==> config.mk <==
export PLATFORM = sky130hd
export DESIGN_NAME = stable_matching_seq
export DESIGN_NICKNAME = d
export VERILOG_FILES = /design/src/rtl/stable_matching_pkg.sv /design/src/rtl/stable_matching_rank.sv /design/src/rtl/stable_matching_seq.sv
export SDC_FILE = /design/constraint.sdc
export NUM_CORES = 1
export LEC_CHECK = 0
export ABC_CLOCK_PERIOD_IN_PS = 7100
export BUFFER_PORTS_ARGS = -buffer_cell sky130_fd_sc_hd__buf_2
export CORE_AREA = 2 2 142 75
export CTS_BUF_LIST = sky130_fd_sc_hd__clkbuf_16
export CTS_CLUSTER_SIZE = 20
export DETAILED_ROUTE_END_ITERATION = 8
export DIE_AREA = 0 0 144 77
export GPL_TIMING_DRIVEN = 0
export PLACE_DENSITY = 0.78
export SKIP_CTS_REPAIR_TIMING = 1
export SYNTH_ARGS = -nofsm -noshare
export SYNTH_HDL_FRONTEND = slang
export SYNTH_HIERARCHICAL = 1
export SYNTH_SLANG_ARGS = --single-unit
==> constraint.sdc <==
create_clock -name clk -period 7.1 [get_ports clk]
set_input_delay 1.065 -clock clk [delete_from_list [all_inputs] [get_ports clk]]
set_output_delay 1.065 -clock clk [all_outputs]
set_load 0.03 [all_outputs]
==> src/rtl/stable_matching_pkg.sv <==
// Shared definitions for the sequential stable-matching engine: sizing helper,
// FSM state encoding and bit-offset helpers for the packed preference vector.
package stable_matching_pkg;

    typedef enum logic [1:0] {
        IDLE    = 2'd0,
        LOAD    = 2'd1,
        PROPOSE = 2'd2,
        FINISH  = 2'd3
    } state_t;

    // ceil(log2(v)), never below 1 so single-entry fields keep one bit.
    function automatic int clog2_min1(input int v);
        int r;
        r = 0;
        while ((1 << r) < v) r++;
        return (r < 1) ? 1 : r;
    endfunction

    // Bit offset of proposer s, rank k.
    function automatic int p_off(input int s, input int k, input int ks, input int log_r);
        return (s * ks + k) * log_r;
    endfunction

    // Bit offset of reviewer r, rank k; base is where the reviewer section starts.
    function automatic int r_off(input int r, input int k, input int kr, input int log_s,
                                 input int base);
        return base + (r * kr + k) * log_s;
    endfunction

endpackage

==> src/rtl/stable_matching_rank.sv <==
// Combinational search of one reviewer list: reports whether a proposer index
// appears and the rank of its first (most preferred) occurrence.
module stable_matching_rank
    import stable_matching_pkg::*;
#(
    parameter  int Kr     = 4,
    parameter  int LOG_S  = 2,
    localparam int RANK_W = clog2_min1(Kr)
) (
    input  logic [Kr*LOG_S-1:0] list,
    input  logic [LOG_S-1:0]    idx,
    output logic                found,
    output logic [RANK_W-1:0]   rank
);

    always_comb begin
        // NOTE: every output gets a default before the loop, so no path leaves it unassigned (no latch).
        found = 1'b0;
        rank  = '0;
        for (int k = 0; k < Kr; k++) begin
            if (!found && list[k*LOG_S +: LOG_S] == idx) begin
                found = 1'b1;
                rank  = RANK_W'(k);
            end
        end
    end

endmodule

==> src/rtl/stable_matching_seq.sv <==
// Sequential Gale-Shapley engine: one proposal per PROPOSE cycle, lowest-index
// free proposer first, reviewers keep the best-ranked suitor seen so far.
module stable_matching_seq
    import stable_matching_pkg::*;
#(
    parameter  int S      = 4,
    parameter  int Ks     = S,
    parameter  int R      = S,
    parameter  int Kr     = Ks,
    localparam int LOG_S  = clog2_min1(S),
    localparam int LOG_R  = clog2_min1(R),
    localparam int P_BASE = S * Ks * LOG_R,
    localparam int P_W    = R * Kr * LOG_S + P_BASE
) (
    input  logic               clk,
    input  logic               rst,
    input  logic               start,
    input  logic [P_W-1:0]     p_input,
    output logic               busy,
    output logic               done,
    output logic [R*LOG_S-1:0] o,
    output logic [R-1:0]       o_valid
);

    localparam int RANK_W = clog2_min1(Kr);
    localparam int PTR_W  = clog2_min1(Ks + 1);
    localparam int CNT_W  = clog2_min1(S * Ks + 1);

    state_t              state, state_nxt;
    logic [P_W-1:0]      pref_reg;
    logic [PTR_W-1:0]    ptr          [S];
    logic [S-1:0]        p_matched;
    logic [LOG_S-1:0]    o_arr        [R];
    logic [RANK_W-1:0]   partner_rank [R];
    logic [CNT_W-1:0]    prop_cnt;

    logic                load_run, do_propose;
    logic                sel_found;
    logic [LOG_S-1:0]    sel;
    logic [PTR_W-1:0]    ptr_sel;
    logic [LOG_R-1:0]    tgt, tgt_idx;
    logic                tgt_ok;
    logic [Kr*LOG_S-1:0] rev_list;
    logic                found;
    logic [RANK_W-1:0]   rank;
    logic                accept;

    assign busy = (state == LOAD) || (state == PROPOSE);
    assign done = (state == FINISH);

    for (genvar r = 0; r < R; r++) begin : g_out
        assign o[r*LOG_S +: LOG_S] = o_arr[r];
    end

    always_comb begin
        sel_found = 1'b0;
        sel       = '0;
        for (int s = 0; s < S; s++) begin
            if (!sel_found && !p_matched[s] && int'(ptr[s]) < Ks) begin
                sel_found = 1'b1;
                sel       = LOG_S'(s);
            end
        end
        ptr_sel  = sel_found ? ptr[sel] : '0;
        tgt      = pref_reg[p_off(int'(sel), int'(ptr_sel), Ks, LOG_R) +: LOG_R];
        tgt_ok   = int'(tgt) < R;
        tgt_idx  = tgt_ok ? tgt : '0;
        rev_list = pref_reg[r_off(int'(tgt_idx), 0, Kr, LOG_S, P_BASE) +: Kr*LOG_S];
    end

    stable_matching_rank #(
        .Kr    (Kr),
        .LOG_S (LOG_S)
    ) u_rank (
        .list  (rev_list),
        .idx   (sel),
        .found (found),
        .rank  (rank)
    );

    // Out-of-range targets and absent proposers are plain rejections.
    assign accept = tgt_ok && found &&
                    (!o_valid[tgt_idx] || rank < partner_rank[tgt_idx]);

    always_comb begin
        state_nxt  = state;
        load_run   = 1'b0;
        do_propose = 1'b0;
        unique case (state)
            IDLE, FINISH: begin
                if (start) begin
                    state_nxt = LOAD;
                    load_run  = 1'b1;
                end
            end
            LOAD: state_nxt = PROPOSE;
            PROPOSE: begin
                if (!sel_found || int'(prop_cnt) >= S * Ks) state_nxt = FINISH;
                else                                      do_propose = 1'b1;
            end
            default: state_nxt = IDLE;
        endcase
    end

    // NOTE: the preference store has no reset; it is only read after a load overwrites it.
    always_ff @(posedge clk) begin
        if (load_run) pref_reg <= p_input;
    end

    always_ff @(posedge clk) begin
        // NOTE: state uses non-blocking assignments so every register samples pre-edge values.
        if (rst) begin
            state     <= IDLE;
            p_matched <= '0;
            o_valid   <= '0;
            prop_cnt  <= '0;
            for (int s = 0; s < S; s++) ptr[s] <= '0;
            for (int r = 0; r < R; r++) begin
                o_arr[r]        <= '0;
                partner_rank[r] <= '0;
            end
        end else begin
            state <= state_nxt;
            if (load_run) begin
                p_matched <= '0;
                o_valid   <= '0;
                prop_cnt  <= '0;
                for (int s = 0; s < S; s++) ptr[s] <= '0;
                for (int r = 0; r < R; r++) begin
                    o_arr[r]        <= '0;
                    partner_rank[r] <= '0;
                end
            end else if (do_propose) begin
                ptr[sel] <= ptr[sel] + PTR_W'(1);
                prop_cnt <= prop_cnt + CNT_W'(1);
                if (accept) begin
                    // The displaced partner is never sel, which is currently unmatched.
                    if (o_valid[tgt_idx]) p_matched[o_arr[tgt_idx]] <= 1'b0;
                    p_matched[sel]        <= 1'b1;
                    o_arr[tgt_idx]        <= sel;
                    o_valid[tgt_idx]      <= 1'b1;
                    partner_rank[tgt_idx] <= rank;
                end
            end
        end
    end

endmodule

Word-level counts from Yosys, hierarchy flattened. Memories as Yosys holds them, arrays and structs flattened. Cells that the tools add are included.

Bits in latches: 0. Memories: 3. Register bits after elaboration: 79. Bits in read-only memories: 0. Output and inout port bits: 14. Bits of input ports: 67. Memory bits (writable): 28.

Memory list: ptr (depth 4, bits a word 3, read ports 5, clocked after memory_dff 0, wr ports 4, line stable_matching_seq.sv:31) `logic [PTR_W-1:0] ptr [S];`; o_arr (depth 4, bits a word 2, read ports 5, clocked after memory_dff 0, wr ports 4, line stable_matching_seq.sv:33) `logic [LOG_S-1:0] o_arr [R];`; partner_rank (depth 4, bits a word 2, read ports 1, clocked after memory_dff 0, wr ports 4, line stable_matching_seq.sv:34) `logic [RANK_W-1:0] partner_rank [R];`.

$add $sub $neg: 4. Divide/modulo/power cells: 0. Multiplexer cells: 70. Shift operators: 2. Multipliers: 0. $lt $le $gt $ge: 12. Reductions and logical operators: 37. Bitwise operators: 16. Equal/unequal tests: 9.

Operators with widths (number): $shiftx A64 B7 Y2 (1); $shiftx A64 B8 Y8 (1); $mux W2 (19); $mux W1 (35); $mux W4 (5); $mux W3 (6); $logic_and A1 B1 Y1 (14); $logic_not A1 Y1 (12); $lt A3 B3 Y1 const B (4); $or A1 B1 Y1 (12); $lt A2 B3 Y1 const B (3); $eq A2 B2 Y1 (4); $or A4 B4 Y4 (2); $reduce_or A2 Y1 (4); $add A6 B5 Y7 const A (1); $demux W1 S2 (3); $ge A2 B1 Y1 const B (3); $pmux W2 S3 (1); $add A4 B3 Y5 (1); $add A5 B1 Y5 const B (1); $ge A5 B5 Y1 const B (1); $and A4 B4 Y4 (1); $eq A2 B2 Y1 const B (2); $not A4 Y4 (1); other kinds (10) (13).

Longest topological paths before layout. Gate-level depths: netlist (run 1). An unclocked memory read counts as a cell.

Depth in word-level cells: 43. Mapped depth: 29. Gate-level depth less buffers: 26.

Hierarchy. Netlist (run 1), hierarchy kept.

By module, submodules not included: stable_matching_seq (area each 5347.6 µm², cells an instance 431, times used 1); stable_matching_rank (area each 113.9 µm², cells an instance 15, times used 1).

Worst setup path after synthesis (run 1). Ideal clock, no wire load.

Kind: register to register. Start point: memory ptr[0][2] in the netlist's numbering. End point: memory o_arr[2][0] (enable). Required time: 6765 ps. Period minus slack after synthesis: 6102 ps. Cell stages (with the launch flop): 29. Setup slack: 998 ps. Buffers on the path: 4. Arrival: 5767 ps. Cells stage by stage: edfxtp_1 -> o22ai_4 -> or3_1 -> clkbuf_1 -> and2_1 -> inv_1 -> ha_1 -> inv_1 -> nor2_1 -> a222oi_1 -> a2bb2oi_1 -> nor2_1 -> a221o_1 -> buf_2 -> o31ai_4 -> buf_2 -> buf_2 -> mux2i_1 -> a21oi_1 -> xor2_1 -> a2bb2oi_1 -> nor3b_1 -> ha_1 -> nor2_1 -> inv_1 -> a311o_1 -> o221ai_4 -> o21ai_2 -> o21ai_1.

RTL lines (line): start: declaration (stable_matching_seq.sv:31); end: declaration (stable_matching_seq.sv:33).

==> reports/summary.txt, run 1 <==
htree depth - 3
fraction of registers with async set/reset - 0
most frequent cells after synthesis - 92 x edfxtp_1, 46 x nor2_1, 30 x nand2_1
period utilisation layout - 0.946
register area - 3060 sq um
Req. time, crit path - 7.15 ns
area of the multi-input gates - 2290 sq um
R2R depth - 26
Hold EP - prop_cnt[1]
starting density of the core - 0.554
crit-path max FO - 10
final worst slack - 0.381 ns
worst r2r src - ptr[3][2]
wire per inst - 20.7 um
Worst-Margin Slew - 0.832 ns
final WL - 14.2 mm
number of buffers created by CTS - 9
critical path's largest stage delay - 0.43 ns
Yosys warnings - 6
Setup CP Type - reg -> reg
Main synth FF type - edfxtp_1
Core Area - 9860 sq um
fin. max-slew vios - 0
vias in the first global route - 4106
clk root buf - clkbuf_16
final RePlAce weighted congestion - 0.972
worst hold slack - 0.482 ns
total global routing overflow - 0
Ports - 81
area leader, netlist - edfxtp_1
DR iter-0 viols - 595
Fillers - 743
Max Freq - 149 MHz
largest net degree at the start of global routing - 39
Synth top area share - 0.506
first-pass GRT wire length - 22.1 mm
Worst Path Buf+Inv - 5
Synth Instances - 446
most common cell in the netlist - edfxtp_1
main area contributors after synthesis - edfxtp_1 51%, dfxtp_1 5.5%, mux2i_1 4.9%
clock-pin slew on the worst setup and hold paths - 0.08 ns
total iterations of the first detailed-routing run - 5
Worst path top cell family by delay - compound AO/OA/AOI/OAI gates
max FFs per register - 64
antenna cells - 0
DRC viols - 0
area delta synth->final - 18.7%
HP Start - prop_cnt[1]
Hold Crit Depth - 2
worst path arrival time - 6.77 ns
cell repeated most along the worst path - nor2_1
worst reg2reg path endpoint - o_arr[2][0]
Max-slew headroom - 0.441
die height - 77 um
hpwl dp - 10.6 mm
# rows - 26
crit path launch type - flip-flop
synthesized cell area - 5460 sq um
critical path's slowest cell - edfxtp_1
number of synthesized flops with an enable pin - 92
R2R Setup Slk - 0.38 ns
CTS tree - yes
total track usage - 0.268
Port Buf Inserts - 80
RSZ-0062 raised after global routing - no
Final Skew - 0.0107 ns
crit end category - flip-flop
routed vias - 4219
post-route ant nets - 0
max_cap viols - 0
nets@finish - 619
worst skew pair latency - 0.36 ns
Setup WS pre-CTS - -0.328 ns
Synthesized Nets - 521
Final setup viols - 0
Hold Vio Cnt, Final - 0
clk buf depth - 2
register area share after synthesis - 0.561
register bit total from synthesis - 107
via/cell ratio - 6.12
antenna violations before repair - 0
clk sinks - 107
layout cells sized above 1 - 0.291
chip width - 144 um
Avg Cell Area, Syn - 12.2 sq um
Die Area - 11100 sq um
worst hold path type - reg -> reg
crit path time final - 6.72 ns
post-synth cell types - 72
status - completed
how the worst max path moves through the flow:
stage                    from          end  slack [ns]  cells after the start
finish              ptr[3][2]  o_arr[2][0]        0.38                     26
global route        ptr[2][2]  o_arr[0][1]       0.006                     27
CTS                 ptr[0][2]  o_arr[2][1]       -0.37                     28
detailed placement  ptr[0][2]  o_arr[2][0]       -0.33                     28
global placement    ptr[0][2]  o_arr[2][1]       -0.12                     28
floorplan           ptr[0][2]  o_arr[2][0]         1.0                     28
tightest hold or removal path, cell delays in order, from the launching register on:
cell and delay [ns]:
dfxtp_1 0.33, nand2_1 0.06, a21oi_1 0.05
kinds of logic after synthesis:
family	count (synthesis)	synth area share
compound gates	107	0.165
simple gates	138	0.129
buf+inv	33	0.0263
fa+ha+maj	8	0.0183
other cells	1	0.000687
xor+xnor	12	0.0192
flops	107	0.561
mux	40	0.0804
cells in the final DEF (no fill, tap or decap), drive strengths merged, types with 4 or more instances in the layout:
master / instances
inv: 17
o21ai: 15
and2: 4
nor3: 18
a41oi: 5
xor2: 6
a2111oi: 10
o21a: 8
nor4: 11
edfxtp: 92
a31oi: 5
a221oi: 7
nor2: 47
a311oi: 4
mux2: 11
a211oi: 5
a21oi: 15
buf: 97
or2: 4
or4: 4
dfxtp: 15
a22o: 4
nand3: 6
nand2: 30
ha: 8
clkbuf: 18
o22ai: 4
mux2i: 27
xnor2: 6
layer usage:
| metal | up-vias | GRT usage | routed length (um) |
|---|---|---|---|
| met5 | - | 0 | 0 |
| met4 | 0 | 0.0627 | 162 |
| met3 | 16 | 0.0849 | 1440 |
| met2 | 232 | 0.359 | 5790 |
| met1 | 2024 | 0.420 | 6860 |
| li1 | 1947 | - | - |
cell type report:
class,count,area share
plain buffers,18,0.0143
flip-flops and latches,107,0.472
clock inverters,7,0.0166
multi-input cells,306,0.354
clock buffers,9,0.0347
inverters,14,0.00810
well taps,140,0.0270
repair buffers,88,0.0729
per-stage QoR:
stage | cell area (sq um) | setup TNS (ns) | instances | utilization
global route | 6480 | 0 | 689 | 0.658
CTS | 6390 | -6.49 | 683 | 0.648
global placement | 6040 | -1.68 | 666 | 0.612
floorplan | 5460 | 0 | 446 | -
finish | 6480 | 0 | 689 | 0.658
detailed placement | 6060 | -5.63 | 667 | 0.615
Power of run 1 is left out: the tool's default activity adds up to more than one toggle a clock period on the data nets, which glitch-free logic cannot reach.
==> inputs of run 2 (changes only) <==
--- a/config.mk
+++ b/config.mk
@@ -5,6 +5,7 @@
 export SDC_FILE = /design/constraint.sdc
 export NUM_CORES = 1
 export LEC_CHECK = 0
+export ABC_AREA = 1
 export ABC_CLOCK_PERIOD_IN_PS = 7100
 export BUFFER_PORTS_ARGS = -buffer_cell sky130_fd_sc_hd__buf_2
 export CORE_AREA = 2 2 142 75
==> reports/summary.txt, run 2 <==
clk root buf - clkbuf_16
Int Power - 1720 uW
Die Area - 11100 sq um
Hold Vio Cnt, Final - 0
register bit total from synthesis - 107
Switching Power - 1780 uW
HP Start - prop_cnt[4]
fraction of registers with async set/reset - 0
Main synth FF type - edfxtp_1
crit end category - flip-flop
Comb power frac - 0.591
area delta synth->final - 16.2%
Yosys warnings - 6
main area contributors after synthesis - edfxtp_1 50%, nand3_1 11%, nand2_1 8.8%
post-synth cell types - 38
Avg Cell Area, Syn - 9.58 sq um
htree depth - 3
die height - 77 um
mux share of post-synthesis cell area - 0
Worst path top cell family by delay - simple AND/OR/NAND/NOR gates
Synth top area share - 0.504
register area share after synthesis - 0.559
routed vias - 4604
total track usage - 0.269
Synth Instances - 572
cell repeated most along the worst path - nand2_1
R2R Setup Slk - 0.93 ns
number of synthesized flops with an enable pin - 92
worst path arrival time - 6.15 ns
most frequent cells after synthesis - 129 x nand2_1, 116 x nand3_1, 92 x edfxtp_1
crit path time final - 6.17 ns
worst skew pair latency - 0.35 ns
wire per inst - 17.6 um
Ports - 81
most common cell in the netlist - nand2_1
Req. time, crit path - 7.08 ns
Core Area - 9860 sq um
first-pass GRT wire length - 22.5 mm
area leader, netlist - edfxtp_1
clk sinks - 107
most frequent cells in the layout - 129 x nand2_1, 116 x nand3_1, 92 x edfxtp_1
crit-path max FO - 10
Final Skew - 0.00934 ns
DRC viols - 0
post-route ant nets - 0
clk buf depth - 2
fin. max-slew vios - 0
synthesized cell area - 5480 sq um
starting density of the core - 0.556
final RePlAce weighted congestion - 0.937
worst r2r src - ptr[1][2]
largest net degree at the start of global routing - 52
status - completed
critical path's largest stage delay - 0.56 ns
post-synthesis compound-gate area fraction - 0.0393
max_cap viols - 0
Layout Cell Area excl Fill - 6370 sq um
Max IR drop VDD - 0.235 mV
total iterations of the first detailed-routing run - 5
CTS tree - yes
Worst-Margin Slew - 0.672 ns
Placed Instance Area - 6080 sq um
final WL - 14.2 mm
PwrDens - 550 nW/um^2
chip width - 144 um
main combinational cell family by area after synthesis - simple AND/OR/NAND/NOR gates
Lkg Pwr - 0.00272 uW
crit path launch - ptr[1][2]
worst hold path type - reg -> reg
total global routing overflow - 0
worst hold slack - 0.472 ns
part of the power in registers - 0.270
critical path's slowest cell - o21ai_0
Net Sw Frac - 0.508
Clk pwr share - 0.139
antenna violations before repair - 0
period utilisation layout - 0.869
Setup CP Type - reg -> reg
layout cells sized above 1 - 0.236
hpwl dp - 10.9 mm
nets@finish - 739
Post-Synth XOR/XNOR Area - 0.00160
Max Freq - 162 MHz
clock-pin slew on the worst setup and hold paths - 0.08 ns
Post-Synth Adder-Cell Area - 0.0183
Port Buf Inserts - 80
Synthesized Nets - 647
crit path launch type - flip-flop
Worst Path Buf+Inv - 7
Max-slew headroom - 0.547
synthesized-area fraction occupied by and/or/nand/nor cells - 0.321
RSZ-0062 raised after global routing - no
antenna cells - 0
vias in the first global route - 4463
number of buffers created by CTS - 9
DR iter-0 viols - 574
max FFs per register - 64
setup TNS - 0 ns
most common cell after layout, fill and taps aside - nand2_1
Final setup viols - 0
# rows - 26
via/cell ratio - 5.69
run 2: layout make-up:
type / instances / area [sq um]
repair buffers: 81 / 420
plain buffers: 19 / 131
well taps: 140 / 175
fillers: 792 / 3490
inverters: 53 / 199
clock buffers: 9 / 225
flip-flops and latches: 107 / 3060
multi-input cells: 393 / 2090
clock inverters: 7 / 68.8
run 2: logic make-up (layout without fill, tap and decap cells):
kind of cell / Yosys count / after routing
other cells: 1 / 1
fa+ha+maj: 8 / 8
buf+inv: 72 / 169
simple gates: 351 / 351
compound gates: 32 / 32
xor+xnor: 1 / 1
flops: 107 / 107
run 2: worst paths after layout:
kind | depth (start not counted) | end
worst min-delay path | 2 | prop_cnt[4]
worst max-delay path | 29 | o_arr[0][1]
worst min register to register | 2 | prop_cnt[4]
worst max register to register | 29 | o_arr[0][1]
run 2: stage by stage:
stage | instances | worst slack, ns | utilization | power (uW)
finish | 809 | 0.931 | 0.646 | 3500
global route | 809 | 0.547 | 0.646 | 3760
CTS | 809 | 1.20 | 0.646 | 3440
detailed placement | 793 | 1.24 | 0.616 | 2940
global placement | 792 | 1.40 | 0.614 | 2860
floorplan | 572 | 2.65 | - | 2410
run 2: layer usage:
metal	wire length, um	track usage	vias up
met2	5770	0.371	294
met1	6440	0.412	2133
li1	-	-	2155
met3	1870	0.0831	22
met5	0	0	-
met4	164	0.0627	0
run 2: power by group through the flow:
| stage | Combinational [uW] | Clock [uW] | Sequential (uW) |
|---|---|---|---|
| after global routing | 2280 | 521 | 959 |
| final | 2070 | 486 | 948 |
| after global placement | 1900 | 0 | 963 |
| after floorplan | 1450 | 0 | 959 |
| after detailed placement | 1980 | 0 | 956 |
| after CTS | 2000 | 494 | 944 |
run 2: worst reg2reg max path, delay by kind of cell, from the launching register on:
kind | cells | cell delay, ns
and+or+nand+nor | 19 | 2.64
buffers and inverters | 7 | 1.55
adders and majority gates | 2 | 0.60
AOI/OAI and AO/OA | 1 | 0.56
DFF | 1 | 0.45
Power figures use the tool's default switching activity.
